==> src/rtl/reaction_game_core.sv <==
// LED-vs-button reaction game: light one of N_CH LEDs, score a matching press before timeout.
// Optional LEVEL_SPEEDUP_EN: shrinks the response window every 8th hit and exposes a level count.
module reaction_game_core #(
    parameter int          N_CH        = 4,
    parameter int          TIMEOUT_CYC = 1000,
    parameter int          PAUSE_CYC   = 100,
    parameter int          LIVES       = 3,
    parameter int          SCORE_W     = 8,
    parameter logic [15:0] SEED        = 16'hACE1
) (
    input  logic               osc_clk,
    input  logic               reset_n,
    input  logic               start,
    input  logic [N_CH-1:0]    button,
    output logic [N_CH-1:0]    led,
    output logic [SCORE_W-1:0] score,
    output logic [2:0]         lives_left,
    output logic               game_over,
    output logic               hit_pulse,
    output logic               miss_pulse,
    output logic [1:0]         dbg_state
`ifdef LEVEL_SPEEDUP_EN
    ,
    output logic [2:0]         level
`endif
);

    localparam int TGT_W   = (N_CH > 1) ? $clog2(N_CH) : 1;
    localparam int CNT_MAX = (TIMEOUT_CYC > PAUSE_CYC) ? TIMEOUT_CYC : PAUSE_CYC;
    localparam int CNT_W   = (CNT_MAX > 1) ? $clog2(CNT_MAX) : 1;
    localparam logic [CNT_W-1:0] PAUSE_LAST = CNT_W'(PAUSE_CYC - 1);
    localparam logic [15:0]      LFSR_TAPS  = 16'hB400;

    typedef enum logic [1:0] {
        S_IDLE  = 2'd0,
        S_PAUSE = 2'd1,
        S_ARMED = 2'd2,
        S_OVER  = 2'd3
    } state_t;

    // Input conditioning: 2-FF synchroniser plus a previous-value register per button.
    logic [N_CH-1:0] btn_s1_q, btn_s2_q, btn_prev_q;
    logic            start_prev_q;
    logic [15:0]     lfsr_q, lfsr_d;
    logic [N_CH-1:0] btn_rise;
    logic            start_rise;

    always_ff @(posedge osc_clk or negedge reset_n) begin
        if (!reset_n) begin
            btn_s1_q     <= '0;
            btn_s2_q     <= '0;
            btn_prev_q   <= '0;
            start_prev_q <= 1'b0;
            lfsr_q       <= SEED;
        end else begin
            btn_s1_q     <= button;
            btn_s2_q     <= btn_s1_q;
            btn_prev_q   <= btn_s2_q;
            start_prev_q <= start;
            lfsr_q       <= lfsr_d;
        end
    end

    // Galois LFSR for x^16+x^14+x^13+x^11+1, right-shifting.
    always_comb begin
        lfsr_d = {1'b0, lfsr_q[15:1]};
        if (lfsr_q[0]) begin
            lfsr_d = lfsr_d ^ LFSR_TAPS;
        end
    end

    assign btn_rise   = btn_s2_q & ~btn_prev_q;
    assign start_rise = start & ~start_prev_q;

    state_t              state_q;
    logic [CNT_W-1:0]    cnt_q;
    logic [TGT_W-1:0]    target_q;
    logic [N_CH-1:0]     led_q;
    logic [SCORE_W-1:0]  score_q;
    logic [2:0]          lives_q;
    logic                over_q;
    logic                hit_q;
    logic                miss_q;

    logic [SCORE_W-1:0]  score_d;
    logic [2:0]          lives_d;
    logic [N_CH-1:0]     target_onehot;
    logic [N_CH-1:0]     next_onehot;
    logic [CNT_W-1:0]    timeout_last;

    assign target_onehot = N_CH'(1) << target_q;
    assign next_onehot   = N_CH'(1) << lfsr_q[TGT_W-1:0];

    always_comb begin
        score_d = score_q;
        if (score_q != {SCORE_W{1'b1}}) begin
            score_d = score_q + SCORE_W'(1);
        end
        lives_d = lives_q - 3'd1;
    end

`ifdef LEVEL_SPEEDUP_EN
    localparam int TO_W = $clog2(TIMEOUT_CYC + 1);
    localparam logic [TO_W-1:0] TO_FULL  = TO_W'(TIMEOUT_CYC);
    localparam logic [TO_W-1:0] TO_FLOOR = TO_W'(TIMEOUT_CYC / 4);

    logic [TO_W-1:0] active_to_q, active_to_d;
    logic [2:0]      level_q, level_d;
    logic [2:0]      hits8_q;

    // Window shrinks by 1/8 of its current size, never below a quarter of the original.
    always_comb begin
        active_to_d = active_to_q - (active_to_q >> 3);
        if (active_to_d < TO_FLOOR) begin
            active_to_d = TO_FLOOR;
        end
        level_d = (level_q == 3'd7) ? level_q : level_q + 3'd1;
    end

    assign timeout_last = CNT_W'(active_to_q - TO_W'(1));
    assign level        = level_q;
`else
    assign timeout_last = CNT_W'(TIMEOUT_CYC - 1);
`endif

    always_ff @(posedge osc_clk or negedge reset_n) begin
        if (!reset_n) begin
            state_q     <= S_IDLE;
            cnt_q       <= '0;
            target_q    <= '0;
            led_q       <= '0;
            score_q     <= '0;
            lives_q     <= 3'(LIVES);
            over_q      <= 1'b0;
            hit_q       <= 1'b0;
            miss_q      <= 1'b0;
`ifdef LEVEL_SPEEDUP_EN
            active_to_q <= TO_FULL;
            level_q     <= '0;
            hits8_q     <= '0;
`endif
        end else begin
            hit_q  <= 1'b0;
            miss_q <= 1'b0;
            if (start_rise) begin
                // A start edge (re)starts from any state and never produces a pulse.
                state_q     <= S_PAUSE;
                cnt_q       <= '0;
                led_q       <= '0;
                score_q     <= '0;
                lives_q     <= 3'(LIVES);
                over_q      <= 1'b0;
`ifdef LEVEL_SPEEDUP_EN
                active_to_q <= TO_FULL;
                level_q     <= '0;
                hits8_q     <= '0;
`endif
            end else begin
                case (state_q)
                    S_IDLE: begin
                        led_q <= '0;
                    end
                    S_PAUSE: begin
                        if (cnt_q == PAUSE_LAST) begin
                            state_q  <= S_ARMED;
                            target_q <= lfsr_q[TGT_W-1:0];
                            led_q    <= next_onehot;
                            cnt_q    <= '0;
                        end else begin
                            cnt_q <= cnt_q + CNT_W'(1);
                        end
                    end
                    S_ARMED: begin
                        // A press always wins over a timeout landing in the same cycle.
                        if (btn_rise != '0) begin
                            if (btn_rise == target_onehot) begin
                                score_q <= score_d;
                                hit_q   <= 1'b1;
                                state_q <= S_PAUSE;
                                led_q   <= '0;
                                cnt_q   <= '0;
`ifdef LEVEL_SPEEDUP_EN
                                hits8_q <= hits8_q + 3'd1;
                                if (hits8_q == 3'd7) begin
                                    active_to_q <= active_to_d;
                                    level_q     <= level_d;
                                end
`endif
                            end else begin
                                miss_q  <= 1'b1;
                                lives_q <= lives_d;
                                cnt_q   <= '0;
                                if (lives_d == 3'd0) begin
                                    state_q <= S_OVER;
                                    led_q   <= '1;
                                    over_q  <= 1'b1;
                                end else begin
                                    state_q <= S_PAUSE;
                                    led_q   <= '0;
                                end
                            end
                        end else if (cnt_q == timeout_last) begin
                            miss_q  <= 1'b1;
                            lives_q <= lives_d;
                            cnt_q   <= '0;
                            if (lives_d == 3'd0) begin
                                state_q <= S_OVER;
                                led_q   <= '1;
                                over_q  <= 1'b1;
                            end else begin
                                state_q <= S_PAUSE;
                                led_q   <= '0;
                            end
                        end else begin
                            cnt_q <= cnt_q + CNT_W'(1);
                        end
                    end
                    S_OVER: begin
                        led_q  <= '1;
                        over_q <= 1'b1;
                    end
                    default: begin
                        state_q <= S_IDLE;
                        led_q   <= '0;
                    end
                endcase
            end
        end
    end

    assign led        = led_q;
    assign score      = score_q;
    assign lives_left = lives_q;
    assign game_over  = over_q;
    assign hit_pulse  = hit_q;
    assign miss_pulse = miss_q;
    assign dbg_state  = state_q;

endmodule

==> config.mk <==
export PLATFORM = sky130hd
export DESIGN_NAME = reaction_game_core
export DESIGN_NICKNAME = d
export VERILOG_FILES = /design/src/rtl/reaction_game_core.sv
export SDC_FILE = /design/constraint.sdc
export NUM_CORES = 1
export LEC_CHECK = 0
export CORE_AREA = 2 2 72 74
export CTS_BUF_LIST = sky130_fd_sc_hd__clkbuf_16
export CTS_CLUSTER_DIAMETER = 60
export DETAILED_ROUTE_END_ITERATION = 10
export DIE_AREA = 0 0 74 76
export PLACE_DENSITY_LB_ADDON = 0.2
export REMOVE_ABC_BUFFERS = 1
export SLEW_MARGIN = 20
export SYNTH_ARGS = -nofsm -noshare
export SYNTH_HDL_FRONTEND = slang
export SYNTH_SLANG_ARGS = --single-unit
==> constraint.sdc <==
create_clock -name osc_clk -period 2.3 [get_ports osc_clk]
set_clock_uncertainty 0.1 [all_clocks]
set_input_delay 0.575 -clock osc_clk [delete_from_list [all_inputs] [get_ports osc_clk]]
set_output_delay 0.575 -clock osc_clk [all_outputs]
set_load 0.1 [all_outputs]
# Word level (Yosys, flattened, before mapping)
# Index checks and enable logic that the tools add are counted.
[totals]
register_bits = 61
latch_bits = 0
mem_bits_rw = 0
romBits = 0
out_inout_bits = 20
elab_cells = 97
n_memories = 0
[op_classes]
add_sub_neg = 3
mul = 0
n_div = 0
n_lt_le_gt_ge = 0
eq_ne = 11
n_shift = 2
muxes = 45
bitwise_logic = 6
n_reduce_logical = 16
[ops]
columns = ["operator", "n"]
rows = [
  ["$mux W10", 4],
  ["$mux W8", 5],
  ["$mux W4", 6],
  ["$pmux W10 S2", 1],
  ["$mux W16", 1],
  ["$pmux W4 S4", 1],
  ["$mux W3", 5],
  ["$mux W1", 14],
  ["$mux W2", 6],
  ["$reduce_and A3 Y1", 4],
  ["$add A10 B1 Y10 const B", 1],
  ["$eq A10 B10 Y1 const B", 1],
  ["$eq A10 B7 Y1 const B", 1],
  ["$reduce_bool A3 Y1", 3],
  ["$add A8 B1 Y8 const B", 1],
  ["$ne A4 B4 Y1 const B", 2],
  ["$ne A8 B8 Y1 const B", 1],
  ["$reduce_bool A2 Y1", 4],
  ["$shl A1 B2 Y4 const A", 2],
  ["$ne A3 B3 Y1 const B", 2],
  ["$and A4 B4 Y4", 1],
  ["$eq A2 B2 Y1 const B", 2],
  ["$eq A4 B4 Y1", 1],
  ["$not A3 Y4", 1],
  ["other kinds (12)", 13],
]

# Longest topological paths before layout
# Gate-level depths: netlist of run 1.
[logic_depth]
word_depth = 7
depth_mapped = 7

# Least setup slack after synthesis of run 1
# Ideal clock, no wire load.
[synth_timing]
path_kind = "register to register"
start = "reg state_q[0], in the netlist dbg_state[0]"
end = "reg cnt_q[6]"
setup_ns = 0.086
arrival_time_ns = 2.183
required_time_ns = 2.114
path_slack_ns = -0.069
path_stages_with_launch = 8
n_path_buf = 1
period_less_slack_ns = 2.369
cell_sequence = "dfrtp_1 > buf_4 > and2b_1 > nor3_2 > nor2_1 > and2_1 > xnor2_1 > nor3_1"
[synth_between]
elab_chain_len = 3
[synth_rtl]
columns = ["item", "line", "source"]
rows = [
  ["start: declaration", "75", "state_t state_q;"],
  ["start signal: assignment", "128", "state_q <= S_IDLE;"],
  ["start signal: assignment", "147", "state_q <= S_PAUSE;"],
  ["start signal: assignment", "165", "state_q <= S_ARMED;"],
  ["$eq A2 B2 Y1 / $eq A2 B1 Y1 (equally long branches)", "159", "case (state_q)"],
  ["$pmux W10 S2", "159", ""],
  ["$mux W10", "145", "if (start_rise) begin"],
  ["end signal: assignment", "170", "cnt_q <= cnt_q + CNT_W'(1);"],
  ["end signal: assignment", "215", "cnt_q <= cnt_q + CNT_W'(1);"],
  ["end: declaration", "76", "logic [CNT_W-1:0] cnt_q;"],
]
# Parallel ways exist; a longest one is shown, timed or not.
# A chain may end at the register's enable or synchronous reset.

# Final worst setup path of run 1
[layout_timing]
start = "reg cnt_q[4]"
end = "reg led_q[2], in the netlist led[2]"
[layout_between]
elab_chain_len = 3
[layout_rtl]
columns = ["item", "line", "source"]
rows = [
  ["$eq A10 B10 Y1 / $eq A10 B7 Y1 (equally long branches)", "202, 164", ""],
  ["$ne A4 B4 Y1 (no line) / $ne A3 B3 Y1 (equally long branches)", "-", ""],
  ["$reduce_and A2 Y1 (no line) (*)", "-", ""],
  ["end signal: assignment", "167", "led_q <= next_onehot;"],
  ["end: declaration", "78", "logic [N_CH-1:0] led_q;"],
]
# Every way passes the cells marked *; elsewhere a longest branch is shown, timed or not.

==> results of run 1 <==
timing repair:
item / in CTS / in global routing
gates resized for setup: 0 / 1
endpoints found under the hold margin: 0 / 0
endpoints found under the setup margin: 0 / 5
hold buffers: 0 / 0
cells in the mapped netlist, drive strengths merged:
| cell | n |
|---|---|
| a211oi | 5 |
| a21o | 1 |
| a21oi | 10 |
| a221o | 4 |
| a22o | 2 |
| a31o | 3 |
| and2 | 2 |
| and2b | 1 |
| and3 | 6 |
| and4 | 3 |
| buf | 3 |
| clkbuf | 2 |
| dfrtp | 51 |
| dfstp | 10 |
| ha | 4 |
| inv | 4 |
| mux2 | 2 |
| mux2i | 2 |
| nand2 | 16 |
| nand2b | 8 |
| nand3 | 11 |
| nand3b | 1 |
| nand4 | 3 |
| nand4bb | 1 |
| nor2 | 17 |
| nor2b | 8 |
| nor3 | 10 |
| nor3b | 1 |
| nor4 | 1 |
| o2111ai | 1 |
| o211ai | 1 |
| o21ai | 10 |
| o22ai | 1 |
| o31ai | 1 |
| or2b | 3 |
| or3 | 4 |
| or4 | 1 |
| xnor2 | 8 |
| xor2 | 6 |
per-layer routing:
layer,up-vias,GRT usage (%)
met5,-,0
met4,0,8.909
met3,9,7.407
met2,53,28.04
met1,897,28.51
li1,897,-
cell type report:
type                            count  area, µm²
Clock buffer                        9      225.2
Clock inverter                      7      81.33
Fill cell                         373       1535
Inverter                            4      15.01
Multi-Input combinational cell    158       1051
Sequential cell                    61       1539
Tap cell                           70      87.58
Timing Repair Buffer               39      377.9
kinds of logic (layout without fill, tap and decap cells):
family,Yosys count,after routing,synth area share [%]
AND/OR/NAND/NOR,97,97,20.35
flip-flops,61,61,58.49
AO/OA/AOI/OAI,39,39,11.22
XOR/XNOR,14,14,4.660
buffers and inverters,9,59,1.759
adder cells (fa/ha/maj),4,4,1.902
multiplexers,4,4,1.617
flip-flops by register name, indices dropped and copies added, names as in the netlist, 2 cells and up:
register / count
dbg_state: 2
target_q: 2
lfsr_q: 16
cnt_q: 10
btn_prev_q: 4
led: 4
btn_s1_q: 4
btn_s2_q: 4
score: 8
lives_left: 3
worst reg2reg max path, stage by stage, from the launching register on:
cell and delay [ns]:
dfrtp_1 0.41, nand4bb_1 0.26, or4_4 0.57, nand2_1 0.19, o21ai_2 0.15, a221o_2 0.40
power by group through the flow:
stage / clock, µW / sequential, µW / combinational [µW]
2_1_floorplan: 0 / 1160 / 81.6
3_3_place_gp: 0 / 1140 / 182
6_report: 1370 / 1130 / 183
5_1_grt: 1440 / 1130 / 208
4_1_cts: 1390 / 1130 / 185
3_5_place_dp: 0 / 1140 / 183
worst min path at each step:
| stage | endpoint | slack, ns |
|---|---|---|
| floorplan | btn_prev_q[0] | 0.18 |
| global placement | btn_s2_q[2] | 0.23 |
| detailed placement | btn_s2_q[2] | 0.23 |
| CTS | score[5] | 0.16 |
| global route | score[5] | 0.17 |
| finish | score[6] | 0.13 |
through the flow:
stage / util, % / power (µW) / instances
final: 68.75 / 2686 / 348
after detailed placement: 62.40 / 1328 / 332
after floorplan: - / 1240 / 223
after CTS: 68.64 / 2708 / 348
after global placement: 62.40 / 1326 / 332
after global routing: 68.75 / 2784 / 348
==> impl_metrics.csv, run 1 <==
group,metric,value,unit
floorplan,pin_count,27,
worst_setup_path,startpoint_type,"flip-flop",
synthesis,ys_ff_latch,61,
floorplan,die_w,74,µm
power_and_ir_drop,p_seq_share,42.0,%
timing,finalHoldViolations,0,
clock_network,cts_buffer_depth,2,
power_and_ir_drop,p_sw,570.7,µW
synthesis,synth.top_cell.area_share,48.50,%
synthesis,ys_warn_count,0,
worst_setup_path,crit_path_max_incr_delay,0.57,ns
worst_setup_path,crit_type,"flip-flop to flip-flop",
synthesis,netlist-cell-type-count,49,
worst_setup_path,critPathRequiredTime,2.40,ns
power_and_ir_drop,netSwitchingFraction,21.25,%
final_layout,n_antenna_cell,0,
worst_setup_path,cp.arrival,2.30,ns
detailed_routing,wl_per_cell,14.09,µm
worst_setup_path,critical_path.top_delay_family,"simple AND/OR/NAND/NOR gates",
timing,tightest_slew,0.4747,ns
detailed_routing,firstDrtPassIters,4,
floorplan,core_area,4912,µm²
synthesis,synthCells,228,
detailed_routing,drc,0,
final_layout,stdcell_area,3377,µm²
placement,dpl_worst_slack,-0.03222,ns
floorplan,dieArea,5624,µm²
detailed_routing,route.vias.total,1856,
synthesis,synth_area_leader_cell,"dfrtp_1",
detailed_routing,postRouteAntennaNets,0,
power_and_ir_drop,power.density,795.3,nW/µm²
clock_network,cts-buffers-inserted,9,
final_layout,syn2layout_area_growth,28.34,%
worst_setup_path,crit_end,"led[2]",
power_and_ir_drop,p_clk_share,51.2,%
floorplan,initial_core_util,53.57,%
worst_setup_path,critPathSlowestCell,"or4_4",
clock_network,clk_latency,0.33,ns
clock_network,post_cts_buffers,0,
clock_network,clock-sinks,61,
timing,finalWorstSetupSlack,0.1042,ns
placement,hpwlAfterDp,3235,µm
clock_network,clk_pin_slew,0.05,ns
timing,fmax,455.4,MHz
timing,finalSetupTns,0,ns
detailed_routing,routed.top_layer,"met4",
placement,place_area,3065,µm²
floorplan,rows,26,
global_routing,grtUsageTotal,20.25,%
placement,port_buffers,26,
detailed_routing,wl,4902,µm
worst_setup_path,cp_max_fo,8,
timing,rsz0062_at_grt,"false",
detailed_routing,drtIter0Drc,126,
global_routing,grt_overflow,0,
power_and_ir_drop,ir_drop,591.9,µV
timing,post-route-period-util,95.47,%
global_routing,grt_pass1_wl,8562,µm
synthesis,ys_seq_area_share,58.49,%
global_routing,grt_max_degree,62,
final_layout,final_common_cell,"dfrtp_1",
detailed_routing,wl_met1,2238,µm
power_and_ir_drop,p_leak,0.001565,µW
timing,hold_ws,0.1343,ns
worst_setup_path,cp-end-kind,"flip-flop",
power_and_ir_drop,intPower,2115,µW
worst_setup_path,rrSetupSlack,0.10,ns
clock_network,cts_root_buf,"clkbuf_16",
detailed_routing,wl_met2,2285,µm
timing,setup_viol,0,
final_layout,final_net_count,284,
worst_hold_path,hold_path.class,"input port to asynchronous set/reset pin",
timing,slew_viol_final,0,
worst_setup_path,rr_startpoint,"cnt_q[4]",
flow_run,cap_violations,0,
worst_setup_path,reg2reg_to,"led[2]",
global_routing,antenna_found_initial,0,
outcome,status,"finished clean",
worst_setup_path,crit_path_start,"cnt_q[4]",
worst_setup_path,critical_path_depth,5,
detailed_routing,avgViaCountPerCell,5.333,
worst_setup_path,critical_path_buf_inv_count,0,
clock_network,htree_levels,3,
power_and_ir_drop,power_frac_comb,6.8,%
global_routing,grt_pass1_vias,1837,
timing,max_slew_margin,68.35,%
final_layout,final_cell_mix,"51 x dfrtp_1, 27 x buf_4, 16 x nor2_1",
final_layout,drive_gt1_share,28.42,%
timing,period_needed,2.196,ns
clock_network,cts_tree,"yes",
synthesis,syn_area_per_cell,11.54,µm²
synthesis,ys_top_cells_by_area,"dfrtp_1 49%, dfstp_2 10%, xnor2_1 2.7%, nor2_1 2.3%, nand2_1 2.1%",
detailed_routing,wl_met3,288,µm
worst_setup_path,crit_chain,"nand4bb_1, or4_4, nand2_1, o21ai_2, a221o_2",
synthesis,netlist_area,2631,µm²
worst_setup_path,rr_worst_depth,5,
placement,place_congestion,0.8305,
floorplan,die_h,76,µm
(Power assumes the default switching activity.)
==> run 2: changes to the inputs <==
- CORE_AREA: 2 2 72 74 -> 2 2 69 71
- DIE_AREA: 0 0 74 76 -> 0 0 71 73
- DONT_BUFFER_PORTS: not set -> 1
==> run 2 against run 1 <==
Net effect: count of clock-buffer cells in the layout did not move; register-to-register slack gained 0.02 ns; clock power fell by 6%; worst hold slack lost 0.13 ns; die area shrank 7.8%; sequential share of layout area grew 3.2 points; critical path depth is 1 higher.
==> impl_metrics.csv, run 2 (synthesis gave the netlist of run 1 again) <==
group,metric,value,unit
floorplan,pin_count,27,
clock_network,cts_buffer_depth,2,
power_and_ir_drop,power.density,814.3,nW/µm²
detailed_routing,wl_per_cell,15.28,µm
timing,slew_viol_final,0,
final_layout,final_net_count,268,
clock_network,clk_latency,0.32,ns
timing,period_needed,2.179,ns
worst_setup_path,rr_worst_depth,6,
final_layout,syn2layout_area_growth,20.02,%
detailed_routing,postRouteAntennaNets,0,
power_and_ir_drop,intPower,1993,µW
timing,post-route-period-util,94.74,%
power_and_ir_drop,netSwitchingFraction,22.50,%
floorplan,dieArea,5183,µm²
timing,finalWorstSetupSlack,0.1210,ns
worst_setup_path,rr_startpoint,"cnt_q[0]",
floorplan,core_area,4536,µm²
floorplan,initial_core_util,58.01,%
detailed_routing,route.vias.total,1796,
worst_setup_path,crit_path_start,"cnt_q[0]",
floorplan,die_w,71,µm
power_and_ir_drop,p_seq_share,44.1,%
placement,placed_cells,298,
worst_setup_path,rrSetupSlack,0.12,ns
detailed_routing,drtIter0Drc,92,
worst_setup_path,cp-end-kind,"flip-flop",
worst_setup_path,cp_max_fo,9,
worst_setup_path,crit_type,"flip-flop to flip-flop",
worst_setup_path,reg2reg_to,"led[0]",
worst_setup_path,startpoint_type,"flip-flop",
outcome,status,"finished clean",
global_routing,antenna_found_initial,0,
power_and_ir_drop,p_sw,578.7,µW
final_layout,drive_gt1_share,26.34,%
power_and_ir_drop,ir_drop,568.8,µV
worst_hold_path,hold_path.class,"input port to asynchronous set/reset pin",
timing,tightest_slew,0.9244,ns
placement,port_buffers,0,
flow_run,cap_violations,0,
timing,rsz0062_at_grt,"false",
worst_setup_path,cp.arrival,2.28,ns
worst_setup_path,critPathRequiredTime,2.40,ns
global_routing,grt_pass1_wl,8473,µm
placement,hpwlAfterDp,3109,µm
global_routing,grt_overflow,0,
global_routing,grt_pass1_vias,1792,
final_layout,final_cell_mix,"51 x dfrtp_1, 21 x buf_4, 16 x nor2_1",
clock_network,cts-buffers-inserted,9,
power_and_ir_drop,p_clk_share,50.0,%
final_layout,max_flop_register,"lfsr_q",
floorplan,die_h,73,µm
timing,fmax,458.9,MHz
floorplan,rows,25,
final_layout,largest_reg_flops,16,
final_layout,final_common_cell,"dfrtp_1",
clock_network,cts_root_buf,"clkbuf_16",
timing,setup_viol,0,
final_layout,fillCellCount,321,
placement,place_congestion,0.8786,
timing,max_slew_margin,38.37,%
global_routing,grt_max_degree,55,
power_and_ir_drop,p_leak,0.001454,µW
clock_network,clk_pin_slew,0.05,ns
detailed_routing,wl,4830,µm
detailed_routing,drc,0,
final_layout,final_cells,316,
placement,dpl_worst_slack,0.1339,ns
detailed_routing,firstDrtPassIters,4,
timing,finalHoldViolations,0,
clock_network,htree_levels,3,
detailed_routing,avgViaCountPerCell,5.684,
power_and_ir_drop,power_frac_comb,5.9,%
clock_network,cts_tree,"yes",
final_layout,n_antenna_cell,0,
worst_setup_path,crit_end,"led[0]",
clock_network,clock-sinks,61,
global_routing,grtUsageTotal,21.50,%
[run 2: cell types whose count changed in the layout (fill, tap and decap cells not counted), sizes merged]
cell / previous run / this run
clkinv: 4 / 3
clkinvlp: 0 / 2
bufinv: 2 / 1
clkdlybuf4s50: 5 / 0
dlygate4sd3: 0 / 1
buf: 34 / 22
[run 2: what timing repair did]
| item | CTS | global route |
|---|---|---|
| endpoints found under the setup margin | 0 | 4 |
| resized for setup | 0 | 1 |
| setup buffers | 0 | 0 |
| hold buffers | 2 | 0 |
| hold endpoints to repair | 54 | 0 |
[run 2: how the worst min path moves through the flow]
stage / end / slack (ns) / start
after floorplan: btn_prev_q[0] / 0.18 / reset_n
after global placement: score[3] / 0.18 / reset_n
after detailed placement: score[3] / 0.18 / reset_n
after CTS: score[3] / 0.02 / reset_n
after global routing: score[6] / 0.02 / reset_n
final: score[6] / 0.005 / reset_n
[run 2: metal layers]
metal	track usage (%)	share of wire [%]	vias to the layer above
li1	-	-	870
met1	31.13	48	869
met2	30.94	45	50
met3	6.768	6.4	7
met4	7.547	1.4	0
met5	0	0	-
[run 2: per-stage QoR]
step	hold slack (ns)	TNS, ns	power [µW]	util [%]	area, µm²
3_3_place_gp	0.1809	0	1271	62.29	2825
5_1_grt	0.02272	0	2665	69.63	3158
6_report	0.005002	0	2572	69.63	3158
3_5_place_dp	0.1808	0	1275	62.29	2825
4_1_cts	0.02044	0	2595	69.57	3156
2_1_floorplan	0.1794	-0.2032	1240	-	2600
[run 2: power by group through the flow]
| stage | combinational [µW] | clock, µW | sequential (µW) |
|---|---|---|---|
| final | 153 | 1290 | 1130 |
| after global routing | 175 | 1350 | 1140 |
| after CTS | 154 | 1310 | 1130 |
| after detailed placement | 124 | 0 | 1150 |
| after global placement | 123 | 0 | 1150 |
| after floorplan | 81.6 | 0 | 1160 |
[run 2: area by class of cell]
| class | instances | area, µm² | area share [%] |
|---|---|---|---|
| clock buffers | 9 | 225.2 | 7.132 |
| repair buffers | 23 | 195.2 | 6.181 |
| flip-flops and latches | 61 | 1539 | 48.73 |
| clock inverters | 7 | 67.56 | 2.139 |
| well taps | 54 | 67.56 | 2.139 |
| inverters | 4 | 15.01 | 0.4754 |
| multi-input cells | 158 | 1049 | 33.20 |
[run 2: critical path: stages, from the launching register on]
cell,delay (ns)
dfrtp_1,0.42
ha_2,0.23
nand2_1,0.07
or4_4,0.50
nand2_1,0.17
o21ai_2,0.16
a221o_2,0.41
==> run 3: changes to the inputs <==
- ABC_CLOCK_PERIOD_IN_PS: not set -> 2300
- CAP_MARGIN: not set -> 20
- CORE_AREA: 2 2 69 71 -> 2 2 73 75
- DIE_AREA: 0 0 71 73 -> 0 0 75 77
==> run 3 against run 2 <==
Net effect: die area rose by 11%; routed wire length rose by 3.6%; utilization fell by 6.2 points; worst hold slack better by 0.0067 ns; power fell by 0.57%; sequential share of layout area unchanged; count of clock-buffer cells in the layout unchanged; critical path depth unchanged; largest power group unchanged.
==> impl_metrics.csv, run 3 (synthesis gave the netlist of run 1 again) <==
group,metric,value,unit
power_and_ir_drop,p_seq_share,44.4,%
power_and_ir_drop,p_leak,0.001449,µW
clock_network,htree_levels,3,
clock_network,cts_buffer_depth,2,
timing,rsz0062_at_grt,"false",
detailed_routing,postRouteAntennaNets,0,
floorplan,pin_count,27,
final_layout,utilization,63.45,%
final_layout,max_flop_register,"lfsr_q",
flow_run,cap_violations,0,
final_layout,largest_reg_flops,16,
final_layout,stdcell_area,3158,µm²
final_layout,drive_gt1_share,24.90,%
clock_network,clock-sinks,61,
clock_network,clk_latency,0.33,ns
worst_setup_path,critical_path_depth,6,
worst_setup_path,crit_type,"flip-flop to flip-flop",
detailed_routing,firstDrtPassIters,4,
outcome,status,"finished clean",
timing,finalHoldViolations,0,
detailed_routing,avgViaCountPerCell,5.435,
floorplan,rows,26,
final_layout,final_cells,331,
worst_hold_path,hold_path.class,"input port to asynchronous set/reset pin",
placement,place_congestion,0.7765,
worst_setup_path,cp_max_fo,9,
timing,post-route-period-util,94.56,%
worst_setup_path,critical_path_buf_inv_count,0,
final_layout,final_common_cell,"dfrtp_1",
placement,port_buffers,0,
final_layout,final_net_count,267,
placement,place_area,2845,µm²
floorplan,core_area,4977,µm²
worst_setup_path,crit_path_frequent_cell,"nand2_1",
final_layout,n_antenna_cell,0,
detailed_routing,route.vias.total,1799,
worst_setup_path,startpoint_type,"flip-flop",
timing,setup_viol,0,
power_and_ir_drop,netSwitchingFraction,22.52,%
worst_setup_path,rr_worst_depth,6,
worst_setup_path,critical_path.top_delay_family,"simple AND/OR/NAND/NOR gates",
floorplan,die_w,75,µm
detailed_routing,drtIter0Drc,97,
timing,slew_viol_final,0,
global_routing,grtUsageTotal,20.38,%
power_and_ir_drop,p_clk_share,49.8,%
placement,placed_cells,314,
global_routing,grt_overflow,0,
timing,tightest_slew,0.9343,ns
power_and_ir_drop,ir_drop,525.1,µV
clock_network,cts-buffers-inserted,9,
power_and_ir_drop,power.density,809.7,nW/µm²
worst_setup_path,cp.arrival,2.28,ns
clock_network,post_cts_buffers,0,
global_routing,grt_pass1_wl,8652,µm
detailed_routing,drc,0,
clock_network,cts_root_buf,"clkbuf_16",
power_and_ir_drop,p_sw,575.9,µW
floorplan,dieArea,5775,µm²
placement,hpwlAfterDp,3252,µm
floorplan,initial_core_util,52.87,%
global_routing,grt_max_degree,62,
worst_setup_path,crit_path_max_incr_delay,0.50,ns
worst_setup_path,crit_chain,"ha_1, nand2_1, or4_4, nand2_1, o21ai_2, a221o_2",
global_routing,grt_pass1_vias,1811,
power_and_ir_drop,total_power,2557,µW
timing,max_slew_margin,37.71,%
clock_network,clk_pin_slew,0.05,ns
final_layout,syn2layout_area_growth,20.02,%
worst_setup_path,critPathSlowestCell,"or4_4",
global_routing,antenna_found_initial,0,
timing,period_needed,2.175,ns
final_layout,final_cell_mix,"51 x dfrtp_1, 21 x buf_4, 16 x nor2_1",
timing,fmax,459.8,MHz
detailed_routing,wl,5006,µm
clock_network,cts_tree,"yes",
power_and_ir_drop,power_frac_comb,5.9,%
floorplan,die_h,77,µm
worst_setup_path,cp-end-kind,"flip-flop",
detailed_routing,wl_per_cell,15.12,µm
power_and_ir_drop,intPower,1981,µW
worst_setup_path,critPathRequiredTime,2.40,ns
[run 3: cell count changes in the layout (fill, tap and decap cells not counted), sizes merged]
cell and delta:
clkinv -1, dlygate4sd3 -1, inv +1
[run 3: stage by stage]
step | setup TNS (ns) | hold WS (ns) | setup WS [ns]
global route | 0 | 0.03025 | 0.01774
finish | 0 | 0.01169 | 0.1252
global placement | 0 | 0.1804 | 0.1754
floorplan | -0.2032 | 0.1794 | -0.07225
CTS | 0 | 0.02403 | 0.1159
detailed placement | 0 | 0.1801 | 0.1242
[run 3: timing repair]
item | in CTS | in global routing
resized for setup | 0 | 0
endpoints found under the hold margin | 61 | 0
hold buffers | 1 | 0
[run 3: routing by layer]
layer	global-route usage [%]	vias to the layer above	routed length, µm
met5	0	-	0
li1	-	869	-
met2	28.42	48	2360
met4	10.89	0	82
met1	28.03	873	2296
met3	6.439	9	265
[run 3: layout make-up]
type,count,area (µm²)
Clock buffer,9,225.2
Clock inverter,7,60.06
Fill cell,384,1819
Inverter,4,15.01
Multi-Input combinational cell,158,1046
Sequential cell,61,1539
Tap cell,70,87.58
Timing Repair Buffer,22,185.2
[run 3: final timing paths]
kind                             start             to  slack (ns)
setup / recovery              cnt_q[0]         led[1]        0.13
hold / removal                 reset_n  btn_prev_q[2]        0.01
setup reg to reg              cnt_q[0]         led[1]        0.13
hold reg to reg            btn_s1_q[2]    btn_s2_q[2]        0.25
max in group asynchronous      reset_n     lfsr_q[11]        1.79
min in group osc_clk         button[2]    btn_s1_q[2]        0.17
[run 3: power by group through the flow]
stage	Combinational, µW	Sequential (µW)	Clock [µW]
finish	150	1130	1270
floorplan	81.6	1160	0
global route	169	1140	1350
detailed placement	124	1150	0
CTS	152	1130	1300
global placement	123	1150	0
